===== src/rtl/vga_timing_gen.sv =====
// 640x480@60 VGA raster generator: free-running pixel/line counters, video_on,
// delayed hsync/vsync aligned to the renderer's RGB register, and frame strobes.
module vga_timing_gen #(
  parameter int H_VIDEO     = 640,
  parameter int H_FP        = 16,
  parameter int H_SYNC      = 96,
  parameter int H_BP        = 48,
  parameter int V_VIDEO     = 480,
  parameter int V_FP        = 10,
  parameter int V_SYNC      = 2,
  parameter int V_BP        = 33,
  parameter int SYNC_ACTIVE = 0,
  parameter int SYNC_DELAY  = 1
) (
  input  logic       clk_0,
  input  logic       rst,
  output logic [9:0] pixel_x,
  output logic [9:0] pixel_y,
  output logic       video_on,
  output logic       hsync,
  output logic       vsync,
  output logic       frame_start,
  output logic       vblank_start,
  output logic [7:0] frame_count
);

  localparam int H_TOTAL = H_VIDEO + H_FP + H_SYNC + H_BP;
  localparam int V_TOTAL = V_VIDEO + V_FP + V_SYNC + V_BP;

  localparam logic [9:0]  H_LAST     = 10'(H_TOTAL - 1);
  localparam logic [9:0]  V_LAST     = 10'(V_TOTAL - 1);
  localparam logic [10:0] H_VID      = 11'(H_VIDEO);
  localparam logic [10:0] V_VID      = 11'(V_VIDEO);
  localparam logic [10:0] H_SYNC_ON  = 11'(H_VIDEO + H_FP);
  localparam logic [10:0] H_SYNC_OFF = 11'(H_VIDEO + H_FP + H_SYNC);
  localparam logic [10:0] V_SYNC_ON  = 11'(V_VIDEO + V_FP);
  localparam logic [10:0] V_SYNC_OFF = 11'(V_VIDEO + V_FP + V_SYNC);

  localparam logic SYNC_ON  = (SYNC_ACTIVE != 0) ? 1'b1 : 1'b0;
  localparam logic SYNC_OFF = ~SYNC_ON;

  logic [9:0]  next_x_s;
  logic [9:0]  next_y_s;
  logic        hs_next_s;
  logic        vs_next_s;
  logic        first_seen_r;
  logic [SYNC_DELAY:0] hs_pipe_r;
  logic [SYNC_DELAY:0] vs_pipe_r;

  // Next raster position: x wraps at end of line, y advances only on that wrap.
  always_comb begin
    next_x_s = pixel_x + 10'd1;
    next_y_s = pixel_y;
    if (pixel_x == H_LAST) begin
      next_x_s = 10'd0;
      if (pixel_y == V_LAST) begin
        next_y_s = 10'd0;
      end else begin
        next_y_s = pixel_y + 10'd1;
      end
    end else begin
      next_x_s = pixel_x + 10'd1;
      next_y_s = pixel_y;
    end
  end

  // Sync decode on the next count so stage 0 registers the raw sync of the current count.
  always_comb begin
    hs_next_s = SYNC_OFF;
    vs_next_s = SYNC_OFF;
    if (({1'b0, next_x_s} >= H_SYNC_ON) && ({1'b0, next_x_s} < H_SYNC_OFF)) begin
      hs_next_s = SYNC_ON;
    end else begin
      hs_next_s = SYNC_OFF;
    end
    if (({1'b0, next_y_s} >= V_SYNC_ON) && ({1'b0, next_y_s} < V_SYNC_OFF)) begin
      vs_next_s = SYNC_ON;
    end else begin
      vs_next_s = SYNC_OFF;
    end
  end

  // Raster counters and the strobes describing the position being loaded.
  always_ff @(posedge clk_0) begin
    if (!rst) begin
      pixel_x      <= H_LAST;
      pixel_y      <= V_LAST;
      video_on     <= 1'b0;
      frame_start  <= 1'b0;
      vblank_start <= 1'b0;
    end else begin
      pixel_x      <= next_x_s;
      pixel_y      <= next_y_s;
      video_on     <= ({1'b0, next_x_s} < H_VID) && ({1'b0, next_y_s} < V_VID);
      frame_start  <= (next_x_s == 10'd0) && (next_y_s == 10'd0);
      vblank_start <= (next_x_s == 10'd0) && ({1'b0, next_y_s} == V_VID);
    end
  end

  // Frame counter; the frame begun by reset release is frame 0 and is not counted.
  always_ff @(posedge clk_0) begin
    if (!rst) begin
      frame_count  <= 8'd0;
      first_seen_r <= 1'b0;
    end else if ((next_x_s == 10'd0) && (next_y_s == 10'd0)) begin
      first_seen_r <= 1'b1;
      if (first_seen_r) begin
        frame_count <= frame_count + 8'd1;
      end else begin
        frame_count <= frame_count;
      end
    end else begin
      frame_count  <= frame_count;
      first_seen_r <= first_seen_r;
    end
  end

  // Sync delay line; stage k holds the raw sync of the count k clocks ago.
  always_ff @(posedge clk_0) begin
    if (!rst) begin
      hs_pipe_r <= {(SYNC_DELAY + 1){SYNC_OFF}};
      vs_pipe_r <= {(SYNC_DELAY + 1){SYNC_OFF}};
    end else begin
      hs_pipe_r[0] <= hs_next_s;
      vs_pipe_r[0] <= vs_next_s;
      for (int k = 1; k <= SYNC_DELAY; k++) begin
        hs_pipe_r[k] <= hs_pipe_r[k-1];
        vs_pipe_r[k] <= vs_pipe_r[k-1];
      end
    end
  end

  assign hsync = hs_pipe_r[SYNC_DELAY];
  assign vsync = vs_pipe_r[SYNC_DELAY];

endmodule


===== config.mk =====
export PLATFORM = sky130hd
export DESIGN_NAME = vga_timing_gen
export DESIGN_NICKNAME = d
export VERILOG_FILES = /design/src/rtl/vga_timing_gen.sv
export SDC_FILE = /design/constraint.sdc
export NUM_CORES = 1
export LEC_CHECK = 0
export CAP_MARGIN = 20
export CORE_MARGIN = 2
export CORE_UTILIZATION = 55
export DETAILED_ROUTE_END_ITERATION = 12
export GPL_TIMING_DRIVEN = 0
export PLACE_DENSITY = 0.85
export SLEW_MARGIN = 20
export SYNTH_ARGS = -nofsm -noshare
export SYNTH_HDL_FRONTEND = slang
export SYNTH_SLANG_ARGS = --single-unit

===== constraint.sdc =====
create_clock -name clk_0 -period 4.2 [get_ports clk_0]
set_input_delay 1.26 -clock clk_0 [delete_from_list [all_inputs] [get_ports clk_0]]
set_output_delay 1.26 -clock clk_0 [all_outputs]
set_load 0.05 [all_outputs]

-- After elaboration in Yosys (flattened, before gate mapping)
Cells that the tools add are included.
W data, S select, Z words.
- bits in registers: 36
- input port bits: 2
- output and inout bits: 33
- word-level logic and storage cells: 34
- $add $sub $neg: 3
- magnitude comparators: 6
- equality and inequality tests: 3
- multiplexer cells: 5
- reduce and logical (&&, ||, !) cells: 8
- operators by type and width (cell ; count):
    $mux W10 ; 3
    $add A10 B1 Y10 const B ; 2
    $eq A10 B10 Y1 const B ; 2
    $logic_not A10 Y1 ; 2
    $lt A10 B10 Y1 const B ; 2
    $lt A10 B9 Y1 const B ; 2
    $eq A10 B9 Y1 const B ; 1
    $ge A10 B10 Y1 const B ; 1
    $ge A10 B9 Y1 const B ; 1
    $add A8 B1 Y8 const B ; 1
    $logic_and A1 B1 Y1 ; 5
    $mux W1 ; 2
    $reduce_and A2 Y1 ; 1

-- Logic depth before layout (Yosys ltp)
- depth in word-level cells: 6
- mapped depth: 10
- gate-level depth less buffers: 10

-- Least setup slack after synthesis
No wires, ideal clock.
- path type: reg-to-reg
- start: register pixel_x[0]
- end: register frame_count[5]
- setup time: 0.071 ns
- arrival time: 2.951 ns
- data required time: 4.129 ns
- path slack: 1.178 ns
- cell stages (with the launch flop): 11
- buffers on the path: 1
- clock period less this slack: 3.022 ns
- cell sequence: dfxtp_1 > ha_1 > and4_1 > buf_4 > nand3_1 > nor3_1 > xnor2_1 > a31o_1 > nand4bb_4 > or4_1 > a21oi_1
- longest elaborated chain between the ends: 5
- elaborated cells on any way between the ends: 8
- classes of those cells: 1 x add/sub; 1 x eq/ne; 2 x mux; 4 x reduce/logical
- ends and longest elaborated chain (what ; line ; source):
    start: declaration ; 17 ; output logic [9:0] pixel_x,
    start signal: assignment ; 92 ; pixel_x <= next_x_s;
    $add A10 B1 Y10 or $eq A10 B10 Y1 (tied branches) ; 62, 54 ;
    $mux W10 ; 54 ; if (pixel_x == H_LAST) begin
    $logic_not A10 Y1 ; 105 ; end else if ((next_x_s == 10'd0) && (next_y_s == 10'd0)) begin
    $logic_and A1 B1 Y1 (*) ; 105 ;
    $reduce_and A2 Y1 (no line) (*) ; -- ;
    end signal: assignment ; 108 ; frame_count <= frame_count + 8'd1;
    end signal: assignment ; 110 ; frame_count <= frame_count;
    end signal: assignment ; 113 ; frame_count <= frame_count;
    end: declaration ; 24 ; output logic [7:0] frame_count
Every way passes the cells marked *; elsewhere a longest branch is shown, timed or not.
A chain may end at the register's enable or synchronous reset.

-- Worst setup path in the final report
Same ends and word-level chain as after synthesis.

==> impl_metrics.py <==
metrics = {
    "clocking": {
        "clock-sinks": 36,
        "clk_pin_slew_ns": 0.11,
        "post_cts_resize_count": 0,
        "cts_tree": "done",
        "clockRootBuffer": "clkbuf_4",
        "htreeDepth": 2,
        "cts_buffer_depth": 2,
        "cts_hold_buf": 0,
        "post-cts-setup-buffer-count": 0,
        "numCtsBuffers": 5,
        "clock_latency_ns": 0.35,
    },
    "global_routing": {
        "track_usage": 0.235,
        "grt_max_degree": 11,
        "overflow": 0,
        "antenna_found_initial": 0,
        "grt_pass1_vias": 1606,
        "grt_pass1_wl_mm": 7.51,
    },
    "setup_path": {
        "cp_slowest_cell": "or4_1",
        "cp.arrival_ns": 3.33,
        "critPathKind": "register to register",
        "r2r-end": "frame_count[5]",
        "rrSetupSlack_ns": 1.16,
        "crit_chain": "ha_1, and4_1, buf_4, nand3_1, nor3_1, xnor2_1, a31o_1, nand4bb_4, or4_1, a21oi_1",
        "required_ns": 4.49,
        "crit_fanout": 8,
        "critPathLaunch": "pixel_x[0]",
        "worst_setup_path_start_kind": "register",
        "critical_path.endpoint_type": "register",
        "r2r_start": "pixel_x[0]",
        "cp_slowest_stage_delay_ns": 0.50,
        "ff2ff_path_depth": 10,
    },
    "logic_synthesis": {
        "syn_avg_cell_area_um2": 8.53,
        "synth_area_um2": 1990,
        "async_reset_ff_frac": 0,
        "yosys_warnings": 0,
        "ys.flop_type": "dfxtp_1",
        "synth.distinct_cells": 54,
        "synthesis.nets": 240,
        "synth_seq_cells": 36,
        "synth_edf_count": 0,
        "postSynthCellCount": 233,
        "yosysSeqAreaShare": 0.363,
    },
    "timing": {
        "drv_slew": 0,
        "skew_ns": 0.0128,
        "rsz0062_at_grt": "false",
        "slew_headroom": 0.665,
        "hold_viol": 0,
        "period_needed_ns": 3.04,
        "worst_pin_slew_ns": 0.501,
        "setup_viol": 0,
        "timing.fmax_ghz": 0.329,
        "tns_ns": 0,
        "layout_worst_path_cycle_share": 0.723,
        "holdWs_ns": 0.418,
    },
    "final_layout": {
        "final_cells": 320,
        "final_util": 0.717,
        "area_delta_synth_final_pct": 23.3,
        "final_common_cell": "dfxtp_1",
        "antenna_cells": 0,
        "drive_gt1_frac": 0.0985,
        "fin_nets": 281,
        "final_cell_mix": "36 x dfxtp_1, 34 x clkdlybuf4s50_1, 26 x nand2_1",
        "fin_area_um2": 2450,
    },
    "power": {
        "irDropWorstVdd_uv": 496,
        "power_density_nw_per_um2": 601,
        "p_leak_nw": 0.914,
    },
    "placement": {
        "gp_congestion": 0.841,
        "placedCellCount": 313,
        "portBuffers": 34,
        "place_area_um2": 2380,
        "hpwl_mm": 3.21,
    },
    "floorplan": {
        "core_um2": 3420,
        "die_area_um2": 4110,
        "dieWidth_um": 64.1,
        "io_pins": 35,
        "fp.dieH_um": 64.1,
        "start_util": 0.582,
        "std_cell_rows": 21,
    },
    "outcome": {
        "outcome": "completed",
    },
    "route": {
        "vias": 1835,
        "wl_per_cell_um": 13.6,
        "vias_per_cell": 5.73,
        "initialDrtViolationCount": 162,
        "drtAntennaViolNets": 0,
        "routed_wl_mm": 4.35,
        "drcViolationCount": 0,
        "drt_pass1_iterations": 5,
    },
    "hold_path": {
        "hold_depth": 1,
        "holdCritStartpoint": "vs_pipe_r[0]",
        "hold_class": "register to register",
        "whs_endpoint": "vs_pipe_r[1]",
    },
    "job": {
        "cap_violations": 0,
    },
}
## critical path: cells and delay by family (launching register included)
kind	cells	cell delay, ns
AOI/OAI and AO/OA	2	0.45
xor gates and xnor gates	1	0.20
adders and majority gates	1	0.35
buffers and inverters	1	0.15
DFF	1	0.45
and+or+nand+nor	5	1.38
## cell type report
type | count | area [um2]
Multi-Input combinational cell | 173 | 1150
Buffer | 16 | 90.1
Timing Repair Buffer | 34 | 340
Sequential cell | 36 | 721
Fill cell | 271 | 966
Inverter | 8 | 30.0
Tap cell | 46 | 57.6
Clock buffer | 7 | 65.1
## synth_stat cells (all sizes together) (2+ instances only)
library cell	count	area share
inv	8	0.015
nand2b	3	0.0094
a21oi	10	0.025
ha	5	0.031
and2	3	0.0094
nor3b	3	0.017
o31ai	3	0.011
nand2	26	0.049
nand4	10	0.039
a31oi	4	0.013
nor3	8	0.028
clkbuf	6	0.011
xnor2	6	0.026
mux2i	2	0.010
and3	3	0.0094
nand3b	3	0.013
or3	8	0.025
nand3	11	0.028
o21ai	12	0.030
nor2	17	0.032
and4	3	0.013
nor4	3	0.0094
xor2	9	0.040
buf	10	0.034
dfxtp	36	0.36
## kinds of logic (layout without fill, tap and decap cells)
| kind of cell | count (synthesis) | in the layout | synth area share |
|---|---|---|---|
| simple gates | 109 | 109 | 0.331 |
| compound gates | 41 | 41 | 0.133 |
| flops | 36 | 36 | 0.363 |
| buf+inv | 24 | 65 | 0.0605 |
| xor+xnor | 15 | 15 | 0.0661 |
| fa+ha+maj | 5 | 5 | 0.0315 |
| mux | 3 | 3 | 0.0157 |
## sequential cells by signal, indices dropped and copies added (netlist names)
signal        cells
first_seen_r      1
frame_start       1
hs_pipe_r         2
vblank_start      1
frame_count       8
vs_pipe_r         2
pixel_y          10
pixel_x          10
video_on          1
## metrics by stage
stage          setup slack [ns]  total power, mW
4_1_cts                    1.15             1.47
3_5_place_dp               1.16             1.27
5_1_grt                   0.924             1.58
3_3_place_gp               1.27             1.25
6_report                   1.16             1.47
2_1_floorplan              1.18             1.07
## how the worst max path moves through the flow
stage | cells after the start | to | slack (ns)
after floorplan | 10 | frame_count[5] | 1.18
after global placement | 10 | frame_count[5] | 1.27
after detailed placement | 10 | frame_count[5] | 1.16
after CTS | 10 | frame_count[5] | 1.15
after global routing | 10 | frame_count[5] | 0.92
final | 10 | frame_count[5] | 1.16
## metal layers
| layer | wire [um] | vias to the layer above | global-route usage |
|---|---|---|---|
| met1 | 2030 | 853 | 0.330 |
| met2 | 1940 | 56 | 0.344 |
| met3 | 310 | 8 | 0.0651 |
| met5 | 0 | - | 0 |
| li1 | - | 918 | - |
| met4 | 73 | 0 | 0.0851 |
## power breakdown
group	switching [mW]	internal, mW	total (mW)
Clock	0.117	0.0949	0.211
Sequential	0.0404	0.388	0.429
Combinational	0.527	0.305	0.832
Note: power is estimated with default switching activity, not from simulation.
